==> src/rtl/fp_seq_ctrl_if.sv <==
// fp_seq_ctrl_if: instruction, register-file, load/store and status bundle for fp_seq_ctrl.
// Rev 1.0
`default_nettype none

interface fp_seq_ctrl_if;
  logic        Instr_Valid;
  logic        Instr_Ready;
  logic [1:0]  Instr_Kind;
  logic [3:0]  Instr_Op;
  logic [4:0]  Instr_D;
  logic [4:0]  Instr_R;
  logic [4:0]  Instr_S;
  logic        FW_En;
  logic [4:0]  FW_Addr;
  logic [4:0]  FR_Addr;
  logic [4:0]  FS_Addr;
  logic        F_Sel;
  logic [3:0]  FP_Op;
  logic [5:0]  FP_Status;
  logic [63:0] FP_R_OUT;
  logic        Load_Valid;
  logic        Load_Ready;
  logic        Store_Valid;
  logic        Store_Ready;
  logic [63:0] Store_Data;
  logic        Done;
  logic        Err;
  logic        Busy;
  logic        Clr_Status;
  logic [5:0]  Status_Sticky;

  modport slave (
    input  Instr_Valid, Instr_Kind, Instr_Op, Instr_D, Instr_R, Instr_S,
    input  FP_Status, FP_R_OUT, Load_Valid, Store_Ready, Clr_Status,
    output Instr_Ready, FW_En, FW_Addr, FR_Addr, FS_Addr, F_Sel, FP_Op,
    output Load_Ready, Store_Valid, Store_Data, Done, Err, Busy, Status_Sticky
  );

  modport master (
    output Instr_Valid, Instr_Kind, Instr_Op, Instr_D, Instr_R, Instr_S,
    output FP_Status, FP_R_OUT, Load_Valid, Store_Ready, Clr_Status,
    input  Instr_Ready, FW_En, FW_Addr, FR_Addr, FS_Addr, F_Sel, FP_Op,
    input  Load_Ready, Store_Valid, Store_Data, Done, Err, Busy, Status_Sticky
  );
endinterface

`default_nettype wire

==> src/rtl/fp_seq_ctrl.sv <==
// fp_seq_ctrl: single-issue FP instruction sequencer driving register file, ALU, load and store ports.
// Rev 1.0
`default_nettype none

module fp_seq_ctrl (
  input  logic          W_Clk,
  input  logic          Reset,
  fp_seq_ctrl_if.slave  bus
);

  typedef enum logic [2:0] {
    IDLE       = 3'd0,
    ALU_EXEC   = 3'd1,
    ALU_WB     = 3'd2,
    LOAD_WAIT  = 3'd3,
    STORE_RD   = 3'd4,
    STORE_WAIT = 3'd5,
    ERR_DONE   = 3'd6
  } state_t;

  state_t      state;
  state_t      next_state;
  logic [3:0]  lat_op;
  logic [4:0]  lat_d;
  logic [4:0]  lat_r;
  logic [4:0]  lat_s;
  logic [63:0] store_data;
  logic [5:0]  sticky;

  always_ff @(posedge W_Clk) begin
    if (Reset) begin
      state      <= IDLE;
      lat_op     <= 4'd0;
      lat_d      <= 5'd0;
      lat_r      <= 5'd0;
      lat_s      <= 5'd0;
      store_data <= 64'd0;
      sticky     <= 6'd0;
    end else begin
      state <= next_state;
      if (state == IDLE && bus.Instr_Valid) begin
        lat_op <= bus.Instr_Op;
        lat_d  <= bus.Instr_D;
        lat_r  <= bus.Instr_R;
        lat_s  <= bus.Instr_S;
      end
      if (state == STORE_RD)
        store_data <= bus.FP_R_OUT;
      // A clear coincident with write-back keeps only this instruction's flags.
      if (bus.Clr_Status)
        sticky <= (state == ALU_WB) ? bus.FP_Status : 6'd0;
      else if (state == ALU_WB)
        sticky <= sticky | bus.FP_Status;
    end
  end

  always_comb begin
    next_state      = state;
    bus.Instr_Ready = 1'b0;
    bus.FW_En       = 1'b0;
    bus.FW_Addr     = lat_d;
    bus.FR_Addr     = lat_r;
    bus.FS_Addr     = lat_s;
    bus.FP_Op       = lat_op;
    bus.F_Sel       = 1'b0;
    bus.Load_Ready  = 1'b0;
    bus.Store_Valid = 1'b0;
    bus.Done        = 1'b0;
    bus.Err         = 1'b0;
    bus.Busy        = 1'b0;
    if (!Reset) begin
      bus.Busy = (state != IDLE);
      case (state)
        IDLE: begin
          bus.Instr_Ready = 1'b1;
          if (bus.Instr_Valid) begin
            case (bus.Instr_Kind)
              2'b00:   next_state = ALU_EXEC;
              2'b01:   next_state = LOAD_WAIT;
              2'b10:   next_state = STORE_RD;
              default: next_state = ERR_DONE;
            endcase
          end
        end
        ALU_EXEC: next_state = ALU_WB;
        ALU_WB: begin
          bus.F_Sel  = 1'b1;
          bus.FW_En  = 1'b1;
          bus.Done   = 1'b1;
          next_state = IDLE;
        end
        LOAD_WAIT: begin
          bus.Load_Ready = 1'b1;
          if (bus.Load_Valid) begin
            bus.FW_En  = 1'b1;
            bus.Done   = 1'b1;
            next_state = IDLE;
          end
        end
        STORE_RD: next_state = STORE_WAIT;
        STORE_WAIT: begin
          bus.Store_Valid = 1'b1;
          if (bus.Store_Ready) begin
            bus.Done   = 1'b1;
            next_state = IDLE;
          end
        end
        ERR_DONE: begin
          bus.Done   = 1'b1;
          bus.Err    = 1'b1;
          next_state = IDLE;
        end
        default: next_state = IDLE;
      endcase
    end
  end

  assign bus.Store_Data    = store_data;
  assign bus.Status_Sticky = sticky;

endmodule

`default_nettype wire

==> src/flat_wrapper.sv <==
// flat-port wrapper written by rule: the top's interface ports become plain ports
module fp_seq_ctrl_flat 
  (W_Clk, Reset, bus_Instr_Valid, bus_Instr_Kind, bus_Instr_Op, bus_Instr_D, bus_Instr_R, bus_Instr_S, bus_FP_Status, bus_FP_R_OUT, bus_Load_Valid, bus_Store_Ready, bus_Clr_Status, bus_Instr_Ready, bus_FW_En, bus_FW_Addr, bus_FR_Addr, bus_FS_Addr, bus_F_Sel, bus_FP_Op, bus_Load_Ready, bus_Store_Valid, bus_Store_Data, bus_Done, bus_Err, bus_Busy, bus_Status_Sticky);
  fp_seq_ctrl_if bus_i ();
  input  logic W_Clk;
  input  logic Reset;
  input wire logic [$bits(bus_i.Instr_Valid)-1:0] bus_Instr_Valid;
  input wire logic [$bits(bus_i.Instr_Kind)-1:0] bus_Instr_Kind;
  input wire logic [$bits(bus_i.Instr_Op)-1:0] bus_Instr_Op;
  input wire logic [$bits(bus_i.Instr_D)-1:0] bus_Instr_D;
  input wire logic [$bits(bus_i.Instr_R)-1:0] bus_Instr_R;
  input wire logic [$bits(bus_i.Instr_S)-1:0] bus_Instr_S;
  input wire logic [$bits(bus_i.FP_Status)-1:0] bus_FP_Status;
  input wire logic [$bits(bus_i.FP_R_OUT)-1:0] bus_FP_R_OUT;
  input wire logic [$bits(bus_i.Load_Valid)-1:0] bus_Load_Valid;
  input wire logic [$bits(bus_i.Store_Ready)-1:0] bus_Store_Ready;
  input wire logic [$bits(bus_i.Clr_Status)-1:0] bus_Clr_Status;
  output wire logic [$bits(bus_i.Instr_Ready)-1:0] bus_Instr_Ready;
  output wire logic [$bits(bus_i.FW_En)-1:0] bus_FW_En;
  output wire logic [$bits(bus_i.FW_Addr)-1:0] bus_FW_Addr;
  output wire logic [$bits(bus_i.FR_Addr)-1:0] bus_FR_Addr;
  output wire logic [$bits(bus_i.FS_Addr)-1:0] bus_FS_Addr;
  output wire logic [$bits(bus_i.F_Sel)-1:0] bus_F_Sel;
  output wire logic [$bits(bus_i.FP_Op)-1:0] bus_FP_Op;
  output wire logic [$bits(bus_i.Load_Ready)-1:0] bus_Load_Ready;
  output wire logic [$bits(bus_i.Store_Valid)-1:0] bus_Store_Valid;
  output wire logic [$bits(bus_i.Store_Data)-1:0] bus_Store_Data;
  output wire logic [$bits(bus_i.Done)-1:0] bus_Done;
  output wire logic [$bits(bus_i.Err)-1:0] bus_Err;
  output wire logic [$bits(bus_i.Busy)-1:0] bus_Busy;
  output wire logic [$bits(bus_i.Status_Sticky)-1:0] bus_Status_Sticky;
  assign bus_i.Instr_Valid = bus_Instr_Valid;
  assign bus_i.Instr_Kind = bus_Instr_Kind;
  assign bus_i.Instr_Op = bus_Instr_Op;
  assign bus_i.Instr_D = bus_Instr_D;
  assign bus_i.Instr_R = bus_Instr_R;
  assign bus_i.Instr_S = bus_Instr_S;
  assign bus_i.FP_Status = bus_FP_Status;
  assign bus_i.FP_R_OUT = bus_FP_R_OUT;
  assign bus_i.Load_Valid = bus_Load_Valid;
  assign bus_i.Store_Ready = bus_Store_Ready;
  assign bus_i.Clr_Status = bus_Clr_Status;
  assign bus_Instr_Ready = bus_i.Instr_Ready;
  assign bus_FW_En = bus_i.FW_En;
  assign bus_FW_Addr = bus_i.FW_Addr;
  assign bus_FR_Addr = bus_i.FR_Addr;
  assign bus_FS_Addr = bus_i.FS_Addr;
  assign bus_F_Sel = bus_i.F_Sel;
  assign bus_FP_Op = bus_i.FP_Op;
  assign bus_Load_Ready = bus_i.Load_Ready;
  assign bus_Store_Valid = bus_i.Store_Valid;
  assign bus_Store_Data = bus_i.Store_Data;
  assign bus_Done = bus_i.Done;
  assign bus_Err = bus_i.Err;
  assign bus_Busy = bus_i.Busy;
  assign bus_Status_Sticky = bus_i.Status_Sticky;
  fp_seq_ctrl u_core (.W_Clk(W_Clk), .Reset(Reset), .bus(bus_i));
endmodule
==> config.mk <==
export PLATFORM = sky130hd
export DESIGN_NAME = fp_seq_ctrl_flat
export DESIGN_NICKNAME = d
export VERILOG_FILES = /design/src/rtl/fp_seq_ctrl_if.sv /design/src/rtl/fp_seq_ctrl.sv /design/src/flat_wrapper.sv
export SDC_FILE = /design/constraint.sdc
export NUM_CORES = 1
export LEC_CHECK = 0
export CAP_MARGIN = 20
export CORE_MARGIN = 2
export CORE_UTILIZATION = 41
export DETAILED_ROUTE_END_ITERATION = 12
export PLACE_DENSITY = 0.86
export SETUP_SLACK_MARGIN = 0.02
export SYNTH_ARGS = -nofsm -noshare
export SYNTH_HDL_FRONTEND = slang
export SYNTH_SLANG_ARGS = --single-unit
==> constraint.sdc <==
create_clock -name W_Clk -period 4.31 [get_ports W_Clk]
set_input_delay 0.6465 -clock W_Clk [delete_from_list [all_inputs] [get_ports W_Clk]]
set_output_delay 0.6465 -clock W_Clk [all_outputs]
set_load 0.02 [all_outputs]
== Yosys cells after proc, flatten, opt, wreduce, memory -nomap -nowiden ==
Cells that the tools add are included.

* Register bits: 92
* Bits of input ports: 97
* Output and inout bits: 97
* Word-level logic and storage cells: 51

* Equal/unequal tests: 11
* Multiplexer cells: 25
* Bitwise gates (word level): 1
* Reductions and logical operators: 7

{| class="wikitable"
|+ Operators by type and width
! operator !! number
|-
| $mux 6 || 3
|-
| $mux 1 || 15
|-
| $pmux 3 s5 || 1
|-
| $eq 3x3->1 const B || 3
|-
| $mux 3 || 3
|-
| $pmux 3 s3 || 1
|-
| $eq 3x2->1 const B || 2
|-
| $ne 2x2->1 const B || 3
|-
| $or 6x6->6 || 1
|-
| $eq 3x1->1 const B || 1
|-
| $logic_not 3->1 || 1
|-
| $pmux 1 s3 || 1
|-
| $reduce_and 3->1 || 1
|-
| $reduce_bool 3->1 || 1
|-
| $eq 2x1->1 const B || 1
|-
| $eq 2x2->1 const B || 1
|-
| $logic_not 2->1 || 1
|-
| $pmux 1 s2 || 1
|-
| $reduce_bool 2->1 || 1
|-
| $reduce_or 2->1 || 1
|-
| $logic_and 1x1->1 || 1
|}

== Logic depth before layout (Yosys ltp) ==
* Depth after elaboration: 4
* Gate-level depth with buffers: 6
* Depth with buffers taken out: 3

== Worst setup path before layout ==
Ideal clock, no wire load.

* Path kind: input to output
* Start point: input port Reset
* End point: output port bus_Instr_Ready
* Arrival: 1.462 ns
* Required time: 3.664 ns
* Setup slack: 2.202 ns
* Stages: 2
* Buffers on the path: 1
* Path through: clkbuf_1 > nor4_1

* Longest elaborated chain between the ends: 1

{| class="wikitable"
|+ RTL lines
! what !! line !! RTL
|-
| from (decl) || flat_wrapper.sv:6 || <nowiki>input logic Reset;</nowiki>
|-
| $mux 1 || fp_seq_ctrl.sv:71 || <nowiki>if (!Reset) begin</nowiki>
|-
| to (decl) || flat_wrapper.sv:18 || <nowiki>output wire logic [$bits(bus_i.Instr_Ready)-1:0] bus_Instr_Ready;</nowiki>
|}

Every way passes these cells.

== Final worst setup path ==
* Start point: register u_core.state[1]
* End point: output port bus_F_Sel

* Longest elaborated chain between the ends: 3

{| class="wikitable"
|+ RTL lines
! what !! line !! RTL
|-
| from (decl) || fp_seq_ctrl.sv:21 || <nowiki>state_t state;</nowiki>
|-
| from (signal assigned) || fp_seq_ctrl.sv:40 || <nowiki>state <= next_state;</nowiki>
|-
| $eq 3x2->1 || fp_seq_ctrl.sv:73 || <nowiki>case (state)</nowiki>
|-
| $mux 1 || fp_seq_ctrl.sv:73 ||
|-
| $mux 1 || fp_seq_ctrl.sv:71 ||
|-
| to (decl) || flat_wrapper.sv:23 || <nowiki>output wire logic [$bits(bus_i.F_Sel)-1:0] bus_F_Sel;</nowiki>
|}

Every way passes these cells.

==> summary.txt <==
Wire per inst -> 13.84 um
WHS -> 454.1 ps
Final Power -> 2.047 mW
Setup ws final -> 1222 ps
Non-Filler Instances -> 701
CTS Hold Bufs -> 0
Most frequent cell after synthesis -> nand2_1
Synth area leaders -> dfxtp_1, nand2_1, a21oi_1
Num ports -> 194
Max-Cap Viols -> 0
VDD IR max -> 240.7 uV
Largest family of logic cells by synthesized area -> simple AND/OR/NAND/NOR gates
Final HPWL DP -> 6969 um
Post-Synth Simple-Gate Area -> 23.45%
Post-Syn Area -> 3367 um2
Fmax -> 323.9 MHz
Post-synth EDFFs -> 0
Leakage -> 1.899 nW
Final worst path period share -> 71.64%
CTS sink cnt -> 92
Syn avg cell area -> 8.094 um2
Critical path arrival -> 2440 ps
CP endpoint kind -> output pin
Fin. max-slew vios -> 0
TritonCTS clock tree -> yes
Post-CTS Setup Bufs -> 0
Max H-tree Level -> 3
Root buffer cell -> clkbuf_8
YS warnings -> 0
Crit Path Max Fanout -> 20
Iter 0 DRT Violations -> 143
Final Setup Violations -> 0
Worst Skew -> 13.08 ps
Core area -> 8093 um2
Number of synthesized register bits -> 92
Area delta synth->final -> 62.02%
Util after Layout -> 67.41%
# DRC -> 0
Chip width -> 94.62 um
Post-Syn Instances -> 416
Multiplexer share of the synthesized area -> 0%
Synth Flop Type -> dfxtp_1
DP Cell Count -> 686
Share of layout cells above drive strength 1 -> 4.362%
Dpl ws -> 1436 ps
Startpoint types -> flip-flop
Share of the synthesized area in the top cell type -> 54.70%
Synth Area in Adders -> 0%
PwrDens -> 375.3 nW/um2
Complex-gate fraction of the synthesized area -> 16.69%
Top cells by count, synth -> nand2_1, dfxtp_1, a21oi_1
Global-route wire length before repair -> 14,790 um
Syn_nets -> 513
Final wirelength -> 9701 um
Initial core utilization -> 41.60%
Final ANT Viol Nets -> 0
Final min period -> 3088 ps
Vias per cell -> 4.939
Post-synthesis async set-or-reset flop share -> 0%
Total GRT Usage -> 20.62%
CTS max path bufs -> 2
Vias -> 3,462
CP Class -> reg -> out
Port Buffer Count -> 193
Req. time, crit path -> 3660 ps
Relative slew slack -> 33.46%
Antenna cells -> 0
Run status -> finished clean
DP Area -> 5290 um2
Hold Path Class -> reg -> reg
Number of global-route vias before repair -> 3,301
Finished Cell Area -> 5455 um2
Worst-path clk slew -> 90 ps
Gpl congestion -> 0.8217
Setup tns final -> 0 ps
Nets@finish -> 689
Clk_lat worst skew -> 330 ps
Router iterations before antenna repair -> 8
Die height -> 94.62 um
Largest net degree at the start of global routing -> 56
Netlist cell types -> 31
Hold violation count in the final report -> 0
Synth area leader -> dfxtp_1
Register area share after synthesis -> 54.70%
XOR/XNOR Fraction of Synth Area -> 0%
DIE AREA -> 8953 um2
Unrepaired setup endpoints after global routing -> false
Row count -> 33
Initial antenna violation count -> 0
Worst slew pin tran -> 993.9 ps
GRT Residual Overflow -> 0
PostCTS Resize Cnt -> 0
Total CTS buffers -> 9
sequential cells by signal (all words and copies together) (netlist names):
name,cells
u_core.state,3
u_core.bus.Store_Data,64
u_core.bus.FW_Addr,5
u_core.bus.FS_Addr,5
u_core.bus.FR_Addr,5
u_core.bus.FP_Op,4
u_core.bus.Status_Sticky,6
path summary, 6_finish.rpt:
check	end	startpoint	cells past startpoint	slack, ps
max	bus_F_Sel	u_core.state[1]$_SDFFE_PP0P_	3	1220
min	u_core.bus.Store_Data[12]$_SDFFE_PP0N_	u_core.bus.Store_Data[12]$_SDFFE_PP0N_	2	450
max reg2reg	u_core.bus.Store_Data[18]$_SDFFE_PP0N_	u_core.state[2]$_SDFFE_PP0P_	4	2060
min reg2reg	u_core.bus.Store_Data[12]$_SDFFE_PP0N_	u_core.bus.Store_Data[12]$_SDFFE_PP0N_	2	450
worst max-delay path: stages, from the launching register on:
cell             delay, ps
dfxtp_1                760
nand2b_1               220
nor3_2                 420
clkdlybuf4s50_1        710
logic make-up after synthesis:
group | after synthesis
flops | 92
buf+inv | 34
simple gates | 190
compound gates | 100
cells in the final DEF (no fill, tap or decap), drive strengths merged, types with 4 or more instances in the layout:
| master | count |
|---|---|
| dfxtp | 92 |
| clkbuf | 10 |
| nand2 | 167 |
| nor3 | 6 |
| buf | 4 |
| clkdlybuf4s50 | 192 |
| a22o | 6 |
| inv | 4 |
| a21oi | 84 |
| nor4 | 4 |
cell type report:
| cell class | count | area (um2) |
|---|---|---|
| Multi-Input combinational cell | 290 | 1356 |
| Timing Repair Buffer | 196 | 1949 |
| Sequential cell | 92 | 1842 |
| Clock buffer | 10 | 127.6 |
| Clock inverter | 5 | 37.54 |
| Inverter | 3 | 11.26 |
| Fill cell | 709 | 2638 |
| Tap cell | 105 | 131.4 |
power by group:
group          switching [mW]  internal [mW]  total (mW)
registers              0.0551          0.925       0.980
logic                   0.294          0.275       0.569
clock network           0.289          0.209       0.498
per-layer routing:
| layer | vias to the layer above | routed length (um) | GRT usage (%) |
|---|---|---|---|
| met5 | - | 0 | 0 |
| met4 | 0 | 219 | 8.213 |
| met3 | 21 | 862 | 6.624 |
| met2 | 139 | 4912 | 36.35 |
| met1 | 1589 | 3706 | 22.94 |
| li1 | 1713 | - | - |
Note: power is estimated with default switching activity, not from simulation.
